==> src/rtl/sig_control_multi.sv <==
// sig_control_multi
//   Main-road / multi-side-road traffic signal controller (Moore FSM).
//   The main road rests on GREEN. When any side road requests, one road is
//   chosen round-robin, the main road goes through YELLOW and an all-RED gap,
//   and the chosen side road gets GREEN until its request drops or the
//   maximum green time expires. It then shows YELLOW and control returns to
//   the main road.
//
// Ports
//   CLOCK           in   system clock, rising edge active
//   CLEAR           in   asynchronous active-low reset
//   CAR_ON_SIDE_RD  in   [N_SIDE]   bit i high = car waiting on side road i
//   MAIN_SIG        out  [2]        main-road lamp (0 RED, 1 YELLOW, 2 GREEN)
//   SIDE_SIG        out  [2*N_SIDE] side-road lamps, road i at [2i+1:2i]
//   SEL_IDX         out  [clog2(N_SIDE)] side road granted or committed
module sig_control_multi #(
  parameter int unsigned N_SIDE         = 2,
  parameter int unsigned Y2RDELAY       = 3,
  parameter int unsigned R2GDELAY       = 2,
  parameter int unsigned MAIN_MIN_GREEN = 4,
  parameter int unsigned SIDE_MAX_GREEN = 8
) (
  input  logic                      CLOCK,
  input  logic                      CLEAR,
  input  logic [N_SIDE-1:0]         CAR_ON_SIDE_RD,
  output logic [1:0]                MAIN_SIG,
  output logic [2*N_SIDE-1:0]       SIDE_SIG,
  output logic [$clog2(N_SIDE)-1:0] SEL_IDX
);

  localparam int unsigned SW   = $clog2(N_SIDE);
  localparam int unsigned D1   = (Y2RDELAY > R2GDELAY) ? Y2RDELAY : R2GDELAY;
  localparam int unsigned D2   = (MAIN_MIN_GREEN > SIDE_MAX_GREEN) ? MAIN_MIN_GREEN : SIDE_MAX_GREEN;
  localparam int unsigned DMAX = (D1 > D2) ? D1 : D2;
  // Wide enough that the saturated value always exceeds every threshold.
  localparam int unsigned CW   = $clog2(DMAX + 1);

  localparam logic [CW-1:0] Y2R_LAST  = CW'(Y2RDELAY - 1);
  localparam logic [CW-1:0] R2G_LAST  = CW'(R2GDELAY - 1);
  localparam logic [CW-1:0] MING_LAST = CW'(MAIN_MIN_GREEN - 1);
  localparam logic [CW-1:0] MAXG_LAST = CW'(SIDE_MAX_GREEN - 1);

  localparam logic [1:0] RED    = 2'd0;
  localparam logic [1:0] YELLOW = 2'd1;
  localparam logic [1:0] GREEN  = 2'd2;

  typedef enum logic [2:0] {
    MAIN_GREEN,
    MAIN_YELLOW,
    ALL_RED,
    SIDE_GREEN,
    SIDE_YELLOW
  } state_t;

  state_t          state, state_n;
  logic [CW-1:0]   cnt;
  logic [SW-1:0]   ptr;
  logic [SW-1:0]   pick;
  logic [SW-1:0]   idx;
  logic [SW-1:0]   next_ptr;
  logic            found;
  logic [1:0]      side_lamp;

  // Round-robin search: first requesting road starting at ptr, wrapping.
  always_comb begin
    pick  = '0;
    idx   = '0;
    found = 1'b0;
    for (int unsigned i = 0; i < N_SIDE; i++) begin
      idx = SW'((32'(ptr) + i) % N_SIDE);
      if (!found && CAR_ON_SIDE_RD[idx]) begin
        found = 1'b1;
        pick  = idx;
      end
    end
  end

  assign next_ptr = SW'((32'(SEL_IDX) + 1) % N_SIDE);

  always_comb begin
    state_n = state;
    case (state)
      MAIN_GREEN:  if (cnt >= MING_LAST && found)                          state_n = MAIN_YELLOW;
      MAIN_YELLOW: if (cnt >= Y2R_LAST)                                    state_n = ALL_RED;
      ALL_RED:     if (cnt >= R2G_LAST)                                    state_n = SIDE_GREEN;
      SIDE_GREEN:  if (!CAR_ON_SIDE_RD[SEL_IDX] || cnt >= MAXG_LAST)       state_n = SIDE_YELLOW;
      SIDE_YELLOW: if (cnt >= Y2R_LAST)                                    state_n = MAIN_GREEN;
      default:                                                             state_n = MAIN_GREEN;
    endcase
  end

  always_ff @(posedge CLOCK or negedge CLEAR) begin
    if (!CLEAR) begin
      state   <= MAIN_GREEN;
      cnt     <= '0;
      ptr     <= '0;
      SEL_IDX <= '0;
    end else begin
      state <= state_n;
      if (state_n != state)
        cnt <= '0;
      else if (cnt != '1)
        cnt <= cnt + CW'(1);
      // SEL_IDX is only committed when leaving main green; the pointer
      // advances past the served road when the side sequence finishes.
      if (state == MAIN_GREEN && state_n == MAIN_YELLOW)
        SEL_IDX <= pick;
      if (state == SIDE_YELLOW && state_n == MAIN_GREEN)
        ptr <= next_ptr;
    end
  end

  always_comb begin
    MAIN_SIG  = RED;
    SIDE_SIG  = {N_SIDE{RED}};
    side_lamp = RED;
    case (state)
      MAIN_GREEN:  MAIN_SIG  = GREEN;
      MAIN_YELLOW: MAIN_SIG  = YELLOW;
      SIDE_GREEN:  side_lamp = GREEN;
      SIDE_YELLOW: side_lamp = YELLOW;
      default:     MAIN_SIG  = RED;
    endcase
    for (int unsigned i = 0; i < N_SIDE; i++) begin
      if (SW'(i) == SEL_IDX)
        SIDE_SIG[2*i +: 2] = side_lamp;
    end
  end

endmodule

==> config.mk <==
export PLATFORM = sky130hd
export DESIGN_NAME = sig_control_multi
export DESIGN_NICKNAME = d
export VERILOG_FILES = /design/src/rtl/sig_control_multi.sv
export SDC_FILE = /design/constraint.sdc
export NUM_CORES = 1
export LEC_CHECK = 0
export ABC_AREA = 1
export CORE_AREA = 4 4 41 43
export CTS_BUF_LIST = sky130_fd_sc_hd__clkbuf_2
export DETAILED_ROUTE_END_ITERATION = 8
export DIE_AREA = 0 0 45 47
export GPL_TIMING_DRIVEN = 0
export PLACE_DENSITY = 0.74
export RECOVER_POWER = 50
export SYNTH_ARGS = -nofsm -noshare
export SYNTH_HDL_FRONTEND = slang
export SYNTH_SLANG_ARGS = --single-unit
==> constraint.sdc <==
create_clock -name CLOCK -period 2.5 [get_ports CLOCK]
set_input_delay 0.625 -clock CLOCK [delete_from_list [all_inputs] [get_ports CLOCK]]
set_output_delay 0.625 -clock CLOCK [all_outputs]
set_load 0.01 [all_outputs]
======== Yosys cells after proc, flatten, opt, wreduce, memory -nomap -nowiden ========
Index checks and enable logic that the tools add are counted.
operators by class
  add/subtract/negate cells ............... 3
  reductions and logical operators ........ 10
  eq/ne operators ......................... 7
  muxes and demuxes ....................... 22
  $lt $le $gt $ge ......................... 7
operators with widths
  kind                   number
  $mux W3                5
  $pmux W3 S5            1
  $mux W1                10
  $ge A4 B2 Y1 const B   2
  $mux W4                2
  $pmux W2 S2            2
  $eq A3 B1 Y1 const B   2
  $eq A3 B2 Y1 const B   2
  $logic_not A3 Y1       2
  $lt A1 B2 Y1 const B   3
  $add A4 B1 Y4 const B  1
  $ge A4 B1 Y1 const B   1
  $ge A4 B3 Y1 const B   1
  $logic_and A1 B1 Y1    4
  $mux W2                2
  $ne A4 B4 Y1 const B   1
  $eq A3 B3 Y1 const B   1
  $ne A3 B3 Y1           1
  $add A1 B1 Y1 const B  2
  $logic_not A1 Y1       2
  $reduce_bool A2 Y1     1
  $logic_or A1 B1 Y1     1
word-level totals
  register bits ........................... 9
  output and inout port bits .............. 7

======== Depth between registers and ports, before layout ========
Gate-level depths: netlist of the first run.
  word-level depth ........................ 11
  mapped depth ............................ 12
  gate-level depth less buffers ........... 12

======== Worst setup path after synthesis of the first run ========
No wires, ideal clock.
  kind .................................... reg2out
  start point ............................. register state[1]
  end point ............................... output SIDE_SIG[0]
  data arrival time ....................... 0.865 ns
  setup slack ............................. 1.010 ns
  buffers on the path ..................... 0
  cell stages (with the launch flop) ...... 6
  required time ........................... 1.875 ns
  cells stage by stage .................... dfrtp_1 > inv_1 > nand2_1 > inv_1 > nand2_1 > nor2_1
between the ends
  cells in the longest elaborated chain, start to end .. 3
  elaborated cells between the ends (all ways) .. 4
  those cells by class .................... eq/ne (2); mux (2)
RTL lines
  element                                              line  source
  start, declared                                      55    state_t state, state_n;
  start signal, assigned                               99    state <= state_n;
  $eq A3 B3 Y1 / $eq A3 B2 Y1 (equally long branches)  117   case (state)
  $pmux W2 S2 (*)                                      117
  $mux W2 (*)                                          125   if (SW'(i) == SEL_IDX)
  end, declared                                        27    output logic [2*N_SIDE-1:0] SIDE_SIG,
Every way passes the cells marked *; elsewhere a longest branch is shown, timed or not.

======== Worst setup path in the final report of the first run ========
  start point ............................. register state[1]
  end point ............................... output SIDE_SIG[2]
The elaborated chain is that of the path after synthesis.

==> metrics, run 1 <==
largest family of logic cells by synthesized area simple AND/OR/NAND/NOR gates; xor and xnor area share after synthesis 1.34%; sequential share of the synthesized area 34.4%; Tcrit/Tclk final 92.9%; measured slew at the worst slew-check pin 0.428 ns; CP max FO 5; clk sinks 9; pwr dens 992 mW/mm^2; Die Area 0.00212 mm^2; Layout Skew 0.00866 ns; Detailed Routing Iterations Pass 1 4; CP Data Arrival Time 1.70 ns; Die H 47 um; vias in the first global route 578; Post-Syn Area 654 um^2; Post-Synthesis Cells 93; Avg Cell Area, Syn 7.04 um^2; global placer's final weighted congestion 0.760; RSZ-0062 raised after global routing no; synth top area cells dfrtp_1 34%, nand2_1 11%, inv_1 8.0%; Area Growth Syn to Fin 19.7%; largest net degree at the start of global routing 10; CP max-delay cell clkdlybuf4s50_1; post-CTS resize count 0; Reg clk slew, reported paths 0.09 ns; DRC viols 0; # rows 13; Setup Viol. Count Final 0; type of origin of the critical path register; Root Driver clkbuf_2; Hold Startpoint ptr; worst path required time 1.88 ns; Rel. slew slack 71.4%; Antenna diodes 0; H-tree depth 1; Max Transition Viols Final 0; multiplexer share of the synthesized area 0%; flop-to-flop setup slack 0.88 ns; initial DRC count 15; leading cell type in the layout, fill and taps excluded nand2_1; YS warnings 0; layout cell share with drive strength beyond 1 15.0%; Nets 116; I/O Pins 11; width of the die 45 um; wire per inst 11.2 um; I/O Buffers 10; fin area 783 um^2; dpl hpwl 1040 um; WS Path Type reg2out; fin crit period 2.32 ns; Hold Crit Class reg2reg; #FFs+latches synth 9; total CTS buffers 3; Cell Chain, Critical Path inv_1 -> nand2_1 -> inv_1 -> nand2_1 -> nor2_1 -> clkdlybuf4s50_1; Initial Util 50.3%; clock latency on the worst-skew pair 0.26 ns; fmax 431 MHz; Simple-Gate Fraction of Synth Area 40.0%; CTS tree yes; Via Count 607; drt total wl 1370 um; Final ANT Viol Nets 0; launching point of the worst reg2reg path cnt[1]; Hold Vio Cnt, Final 0; fill count 135; Synth cell types 17; Max stage delay on crit path 0.54 ns; Leak 0.401 nW; post-synth top area share 34.4%; commonest non-fill, non-tap cells in the layout 20 x nand2_1, 14 x inv_1, 12 x nor2_1; drt via density 4.98; critical path capture point type primary output; Synth Net Count 101; placed cell area 773 um^2; status finished, final reports clean; largest area contributor in the netlist dfrtp_1; number of antenna violations at the first check in global routing 0; number of maximum-capacitance violations 0; Overall Global Routing Usage 15.3%; Clock Path Buffers 2; Setup TNS 0 ns; first-pass GRT wire length 2280 um; Max VDD drop 0.000511 V; core box area 0.00130 mm^2; total gr overflow 0; Post-Synth Adder-Cell Area 7.65%; Compound-Gate Fraction of Synth Area 8.03%; Post-CTS Hold Buffers 0; Crit. Startpoint state[1]; postcts setup bufs 0
==> critical path, delay by kind of cell, from the launching register on <==
family	cells	cell delay (ns)
flip-flops	1	0.44
buffers and inverters	3	0.73
AND/OR/NAND/NOR	3	0.29
==> metrics by stage <==
stage / util [%] / setup WS (ns) / std cells / total power [mW] / hold slack [ns]
after CTS: 61.0 / 0.171 / 122 / 0.790 / 0.514
after global routing: 60.2 / 0.0403 / 122 / 0.856 / 0.557
after detailed placement: 59.4 / 0.466 / 118 / 0.687 / 0.488
final: 60.2 / 0.178 / 122 / 0.777 / 0.508
after global placement: 59.4 / 0.501 / 118 / 0.669 / 0.481
after floorplan: - / 1.01 / 93 / 0.550 / 0.329
==> power by group <==
part | internal [mW] | total [mW] | switching, mW
Combinational | 0.173 | 0.436 | 0.262
Sequential | 0.191 | 0.244 | 0.0529
Clock | 0.0425 | 0.0979 | 0.0554
Total | 0.407 | 0.777 | 0.371
==> registers in the layout, summed over array words and instances, names as in the netlist <==
name,count
cnt,4
state,3
SEL_IDX,1
ptr,1
==> area by class of cell <==
class / count / area (um^2) / share of cell area, %
multi-input cells: 69 / 363 / 46.3
flip-flops and latches: 9 / 225 / 28.8
well taps: 15 / 18.8 / 2.40
inverters: 15 / 56.3 / 7.19
repair buffers: 10 / 100 / 12.8
clock buffers: 4 / 20.0 / 2.56
==> metal layers <==
layer	up-vias	global-route usage [%]	part of all wire (%)
li1	320	-	-
met4	0	8.77	2.3
met2	17	25.4	45
met1	264	18.2	46
met5	-	0	0
met3	6	3.45	6.7
==> synth_stat cells <==
library cell,instances
a21oi_1,3
nor3_1,1
inv_2,1
nand3_1,5
inv_1,14
dfrtp_1,9
nor2_1,12
o21ai_0,6
nand2_2,3
or2_2,1
nand2_1,20
nand3_2,3
nor2_2,6
nand4_1,3
ha_1,4
xor2_1,1
o31ai_1,1
==> logic make-up after synthesis <==
family / after synthesis
XOR/XNOR: 1
AND/OR/NAND/NOR: 54
buffers and inverters: 15
adder cells (fa/ha/maj): 4
flip-flops: 9
AO/OA/AOI/OAI: 10
==> final timing paths <==
path	cells after the start	endpoint
min in group asynchronous	1	SEL_IDX
setup reg to reg	8	cnt[1]
hold / removal	2	ptr
max in group asynchronous	1	state[1]
setup / recovery	6	SIDE_SIG[2]
hold reg to reg	2	ptr
Note: power is estimated with default switching activity, not from simulation.
==> inputs of run 2 (changes only) <==
- CORE_AREA: 4 4 41 43 -> 8 8 45 47
- DIE_AREA: 0 0 45 47 -> 0 0 53 55
==> metrics, run 2 (synthesis gave the netlist of run 1 again) <==
status finished, final reports clean; width of the die 53 um (+18%); Antenna diodes 0 (unchanged); Root Driver clkbuf_2; Detailed Routing Iterations Pass 1 4 (unchanged); fin crit period 2.30 ns (-0.0257 ns); Clock Path Buffers 2 (unchanged); clk sinks 9 (unchanged); Cell Int Power 0.407 mW (+0.18%); worst path required time 1.88 ns (about the same); Max Transition Viols Final 0 (unchanged); Final ANT Viol Nets 0 (unchanged); Tcrit/Tclk final 91.9% (-1.0 points); final core utilization 57.1% (-3.1 points); postcts setup bufs 0 (unchanged); first-pass GRT wire length 2190 um (-4.2%); leading cell type in the layout, fill and taps excluded nand2_1; post-CTS resize count 0 (unchanged); # rows 14 (+1); clock latency on the worst-skew pair 0.25 ns (about the same); CP Buf/Inv Count 3 (unchanged); Switching Fraction 46.9% (-0.76 points); fill count 140 (+3.7%); Via Count 593 (-2.3%); dpl hpwl 1080 um (+4.2%); total CTS buffers 3 (unchanged); I/O Pins 11 (unchanged); Area Growth Syn to Fin 20.6%; Fin Hold WS 0.498 ns (-0.0106 ns); Hold Crit Class reg2reg; vias in the first global route 536 (-7.3%); H-tree depth 1 (unchanged); global placer's final weighted congestion 0.787 (+3.5%); Die Area 0.00292 mm^2 (+38%); Die H 55 um (+17%); Rel. slew slack 70.5% (-0.87 points); pwr dens 972 mW/mm^2 (-2.0%); Top Family by Delay on Critical Path buffers and inverters; Max VDD drop 0.000502 V (-1.7%); CP max-delay cell clkdlybuf4s50_1; Nets 116 (unchanged); Layout Skew 0.00505 ns (-0.00361 ns); drt via density 4.82 (-3.1%); core box area 0.00138 mm^2 (+6.3%); number of maximum-capacitance violations 0 (unchanged); CP Data Arrival Time 1.67 ns (-0.03 ns); Reg clk slew, reported paths 0.09 ns (about the same); Post-CTS Hold Buffers 0 (unchanged); DRC viols 0 (unchanged); Seq pwr share 31.5% (about the same); Cell Chain, Critical Path inv_1 -> nand2_1 -> inv_1 -> nand2_1 -> nor2_1 -> clkdlybuf4s50_1; CP max FO 5 (unchanged); Max stage delay on crit path 0.54 ns (about the same); I/O Buffers 10 (unchanged); Initial Util 47.3% (-3.0 points); Setup TNS 0 ns (unchanged); layout cell share with drive strength beyond 1 15.9% (+0.93 points); Clk pwr share 12.1% (-0.5 points); number of antenna violations at the first check in global routing 0 (unchanged); largest net degree at the start of global routing 10 (unchanged); type of origin of the critical path register; NetSw 0.360 mW (-2.8%); combinational share of power 56.5% (+0.4 points); total gr overflow 0 (unchanged); drt total wl 1350 um (-1.3%); commonest non-fill, non-tap cells in the layout 20 x nand2_1, 14 x inv_1, 12 x nor2_1; Leak 0.401 nW (about the same); initial DRC count 13 (-2); largest registers cnt: 4 flops, state: 3 flops; critical path capture point type primary output; WS Path Type reg2out; fmax 435 MHz (+1.1%); Largest Register cnt; Hold Vio Cnt, Final 0 (unchanged); CTS tree yes; measured slew at the worst slew-check pin 0.441 ns (+0.0130 ns); Overall Global Routing Usage 10.3% (-5.0 points); Setup Viol. Count Final 0 (unchanged); wire per inst 11.0 um (-2.1%); max reg flops 4 (unchanged); RSZ-0062 raised after global routing no
## run 2: area by class of cell
class                      instances  area, um^2  area share, %
timing repair buffer              10         100           12.7
multi-input combinational         69         368           46.6
tap                               16        20.0           2.54
sequential                         9         225           28.5
clock buffer                       4        20.0           2.54
inverter                          15        56.3           7.13
## run 2: per-stage QoR
stage	total power, mW	instance area (um^2)	std cells	worst slack (ns)
final	0.768	790	123	0.203
after global routing	0.845	790	123	0.0874
after CTS	0.781	795	123	0.186
after detailed placement	0.682	774	119	0.487
after global placement	0.673	774	119	0.508
after floorplan	0.550	654	93	1.01
## run 2: final timing paths
check	start	cells after the start	slack (ns)	endpoint
min reg2reg	ptr	2	0.50	ptr
max	state[1]	6	0.20	SIDE_SIG[0]
min in group asynchronous	CLEAR	1	0.75	cnt[2]
max reg2reg	cnt[1]	8	0.88	cnt[1]
min	ptr	2	0.50	ptr
max in group asynchronous	CLEAR	1	1.45	cnt[3]
## run 2: routing by layer
| layer | routed length, um | vias to the layer above | global-route usage, % |
|---|---|---|---|
| met2 | 574 | 15 | 17.0 |
| met4 | 25 | 0 | 6.47 |
| met5 | 0 | - | 0 |
| li1 | - | 323 | - |
| met3 | 96 | 3 | 3.48 |
| met1 | 655 | 252 | 11.2 |
## run 2: power by group through the flow
stage                     registers [mW]  clock network, mW  logic [mW]
final                              0.241             0.0926       0.433
after global routing               0.251              0.104       0.490
after CTS                          0.241             0.0991       0.441
after detailed placement           0.244                  0       0.438
after global placement             0.243                  0       0.429
after floorplan                    0.237                  0       0.313
## run 2: worst reg2reg max path, stage by stage, from the launching register on
cell and delay [ns]:
dfrtp_1 0.43, ha_1 0.24, a21oi_1 0.21, nand3_1 0.19, nand4_1 0.13, nand2_1 0.07, nor2_2 0.09, nand2_2 0.09
nor2_1 0.10
==> inputs of run 3 (changes only) <==
- ABC_AREA: 1 -> 0
- PLACE_DENSITY: 0.74 -> 0.71
==> metrics, run 3 <==
status finished, final reports clean; worst path required time 1.88 ns (about the same); number of flops mapped to enable cells by yosys 0 (unchanged); WS Path Type reg2out; I/O Pins 11 (unchanged); dpl hpwl 1060 um (-2.2%); Max stage delay on crit path 0.54 ns (about the same); total CTS buffers 3 (unchanged); CP max FO 4 (-1); Die H 55 um (unchanged); Setup Viol. Count Final 0 (unchanged); Synth cell types 31 (+14); hold endpoint ptr; multiplexer share of the synthesized area 3.39% (+3.4 points); Area Growth Syn to Fin 23.0%; CP Data Arrival Time 1.78 ns (+0.11 ns); Rel. slew slack 42.6% (-28 points); I/O Buffers 10 (unchanged); Multi-input gate area 349 um^2 (-5.1%); Die Area 0.00292 mm^2 (unchanged); xor and xnor area share after synthesis 1.40% (+0.059 points); Layout Skew 0.00300 ns (-0.00205 ns); post-synth top area share 35.9% (+1.5 points); commonest non-fill, non-tap cells in the layout 12 x nor2_1, 8 x dfrtp_1, 7 x clkdlybuf4s50_1; measured slew at the worst slew-check pin 0.853 ns (+0.411 ns); clk sinks 9 (unchanged); Max VDD drop 0.000665 V (+32%); Overall Global Routing Usage 10.4% (+0.14 points); initial DRC count 8 (-5); Largest Register cnt; CP max-delay cell clkdlybuf4s50_1; Detailed Routing Iterations Pass 1 4 (unchanged); largest family of logic cells by synthesized area simple AND/OR/NAND/NOR gates; Min-Delay Path Depth 2 (unchanged); # rows 14 (unchanged); Leak 0.361 nW (-10%); Setup TNS 0 ns (unchanged); flop-to-flop setup slack 0.39 ns (-0.49 ns); top-count cell post-synth nor2_1; largest net degree at the start of global routing 10 (unchanged); Compound-Gate Fraction of Synth Area 17.4% (+9.3 points); largest registers cnt: 4 flops, state: 3 flops; #FFs+latches synth 9 (unchanged); Final ANT Viol Nets 0 (unchanged); final core utilization 55.7% (-1.4 points); Sequential Area 226 um^2 (+0.56%); drt total wl 1360 um (+0.96%); wire per inst 13.9 um (+27%); fin crit period 2.41 ns (+0.111 ns); largest area contributor in the netlist dfrtp_1; drt via density 5.30 (+9.8%); type of origin of the critical path register; Synth Net Count 74 (-27%); YS warnings 0 (unchanged); Root Driver clkbuf_2; Post-Syn Area 627 um^2 (-4.2%); sequential share of the synthesized area 35.9% (+1.5 points); Hold Vio Cnt, Final 0 (unchanged); CTS tree yes; layout cell share with drive strength beyond 1 22.0% (+6.1 points); H-tree depth 1 (unchanged); max reg flops 4 (unchanged); Simple-Gate Fraction of Synth Area 27.9% (-12 points); RSZ-0062 raised after global routing no; clock latency on the worst-skew pair 0.24 ns (about the same); Max Transition Viols Final 0 (unchanged); Post-Synthesis Cells 66 (-29%); synth top area cells dfrtp_1 36%, ha_1 8.0%, nor2_1 7.2%; DRC viols 0 (unchanged); R2R Path End cnt[2]; Reg clk slew, reported paths 0.10 ns (about the same); Hold Crit Class reg2reg; leading cell type in the layout, fill and taps excluded nor2_1; ys async rst share 100% (unchanged); fmax 415 MHz (-4.6%); number of antenna violations at the first check in global routing 0 (unchanged); Initial Util 45.3% (-2.0 points); Post-synth top flop dfrtp_1; pwr dens 1230 mW/mm^2 (+26%); Via Count 519 (-12%); total gr overflow 0 (unchanged); global placer's final weighted congestion 0.791 (+0.50%); vias in the first global route 542 (+1.1%); core box area 0.00138 mm^2 (unchanged); Tcrit/Tclk final 96.3% (+4.4 points); fill count 143 (+2.1%); reg2reg path depth 6 (-2); critical path capture point type primary output; launching point of the worst reg2reg path cnt[0]; Clock Path Buffers 2 (unchanged); Avg Cell Area, Syn 9.50 um^2 (+35%); Post-Synth Adder-Cell Area 7.98% (+0.34 points); Nets 91 (-22%); number of maximum-capacitance violations 0 (unchanged); Hold Startpoint ptr; Post-synth top cells 12 x nor2_1, 9 x dfrtp_1, 5 x inv_1; first-pass GRT wire length 2330 um (+6.3%); width of the die 53 um (unchanged); Cell Chain, Critical Path nand2b_1 -> or2_2 -> nor2_1 -> clkdlybuf4s50_1; Antenna diodes 0 (unchanged)
[run 3: cell count changes in the layout (fill, tap and decap cells not counted), moves of 2 or more]
cell      delta
nor2_2       -6
nand2b_1     +2
nand3_2      -2
nand3_1      -2
nand4_1      -2
o21ai_0      -2
a21oi_1      -2
nand2_1     -19
nand2_2      -3
inv_1        -9
buf_4        +3
[run 3: worst max path at each step]
stage | start | to | slack (ns)
detailed placement | state[2] | SIDE_SIG[1] | 0.32
CTS | state[2] | SIDE_SIG[1] | 0.04
finish | state[2] | SIDE_SIG[1] | 0.09
global route | state[2] | SIDE_SIG[1] | 0.02
global placement | state[2] | SIDE_SIG[1] | 0.34
floorplan | state[2] | SIDE_SIG[1] | 0.84
[run 3: cell type report]
type                       count  area share (%)
sequential                     9            29.4
inverter                       5            2.44
tap                           16            2.60
multi-input combinational     50            45.3
timing repair buffer          12            15.3
clock buffer                   4            2.60
buffer                         2            2.44
[run 3: report_power, final]
group	total, mW	internal, mW	leakage [nW]	switching (mW)
Sequential	0.278	0.209	0.116	0.0689
Combinational	0.575	0.281	0.229	0.294
Clock	0.0953	0.0425	0.0166	0.0528
[run 3: logic make-up (layout without fill, tap and decap cells)]
family                     count (synthesis)  after routing
AOI/OAI and AO/OA                         13             13
xor gates and xnor gates                   1              1
adders and majority gates                  4              4
buffers and inverters                      7             23
DFF                                        9              9
muxes                                      2              2
and+or+nand+nor                           30             30
[run 3: through the flow]
stage	std cells	area, um^2	hold WS [ns]	power [mW]	setup WS, ns
CTS	96	767	0.531	0.968	0.0358
finish	98	771	0.542	0.948	0.0929
global route	98	771	0.553	1.02	0.0246
detailed placement	92	747	0.515	0.868	0.319
global placement	92	747	0.483	0.847	0.337
floorplan	66	627	0.329	0.686	0.842
[run 3: metal layers]
| layer | vias up | routed length [um] | global-route usage, % |
|---|---|---|---|
| li1 | 263 | - | - |
| met1 | 248 | 618 | 12.2 |
| met2 | 8 | 690 | 18.0 |
| met3 | 0 | 55 | 3.48 |
| met4 | 0 | 0 | 2.59 |
| met5 | - | 0 | 0 |
[run 3: what timing repair did]
item | CTS | global route
setup buffers | 0 | 2
gates resized for setup | 0 | 2
endpoints found under the setup margin | 0 | 2
hold buffers | 0 | 0
[run 3: worst max-delay path: cells and delay by family, from the launching register on]
kind	cells	cell delay, ns
simple gates	3	0.59
buf+inv	1	0.54
flops	1	0.41
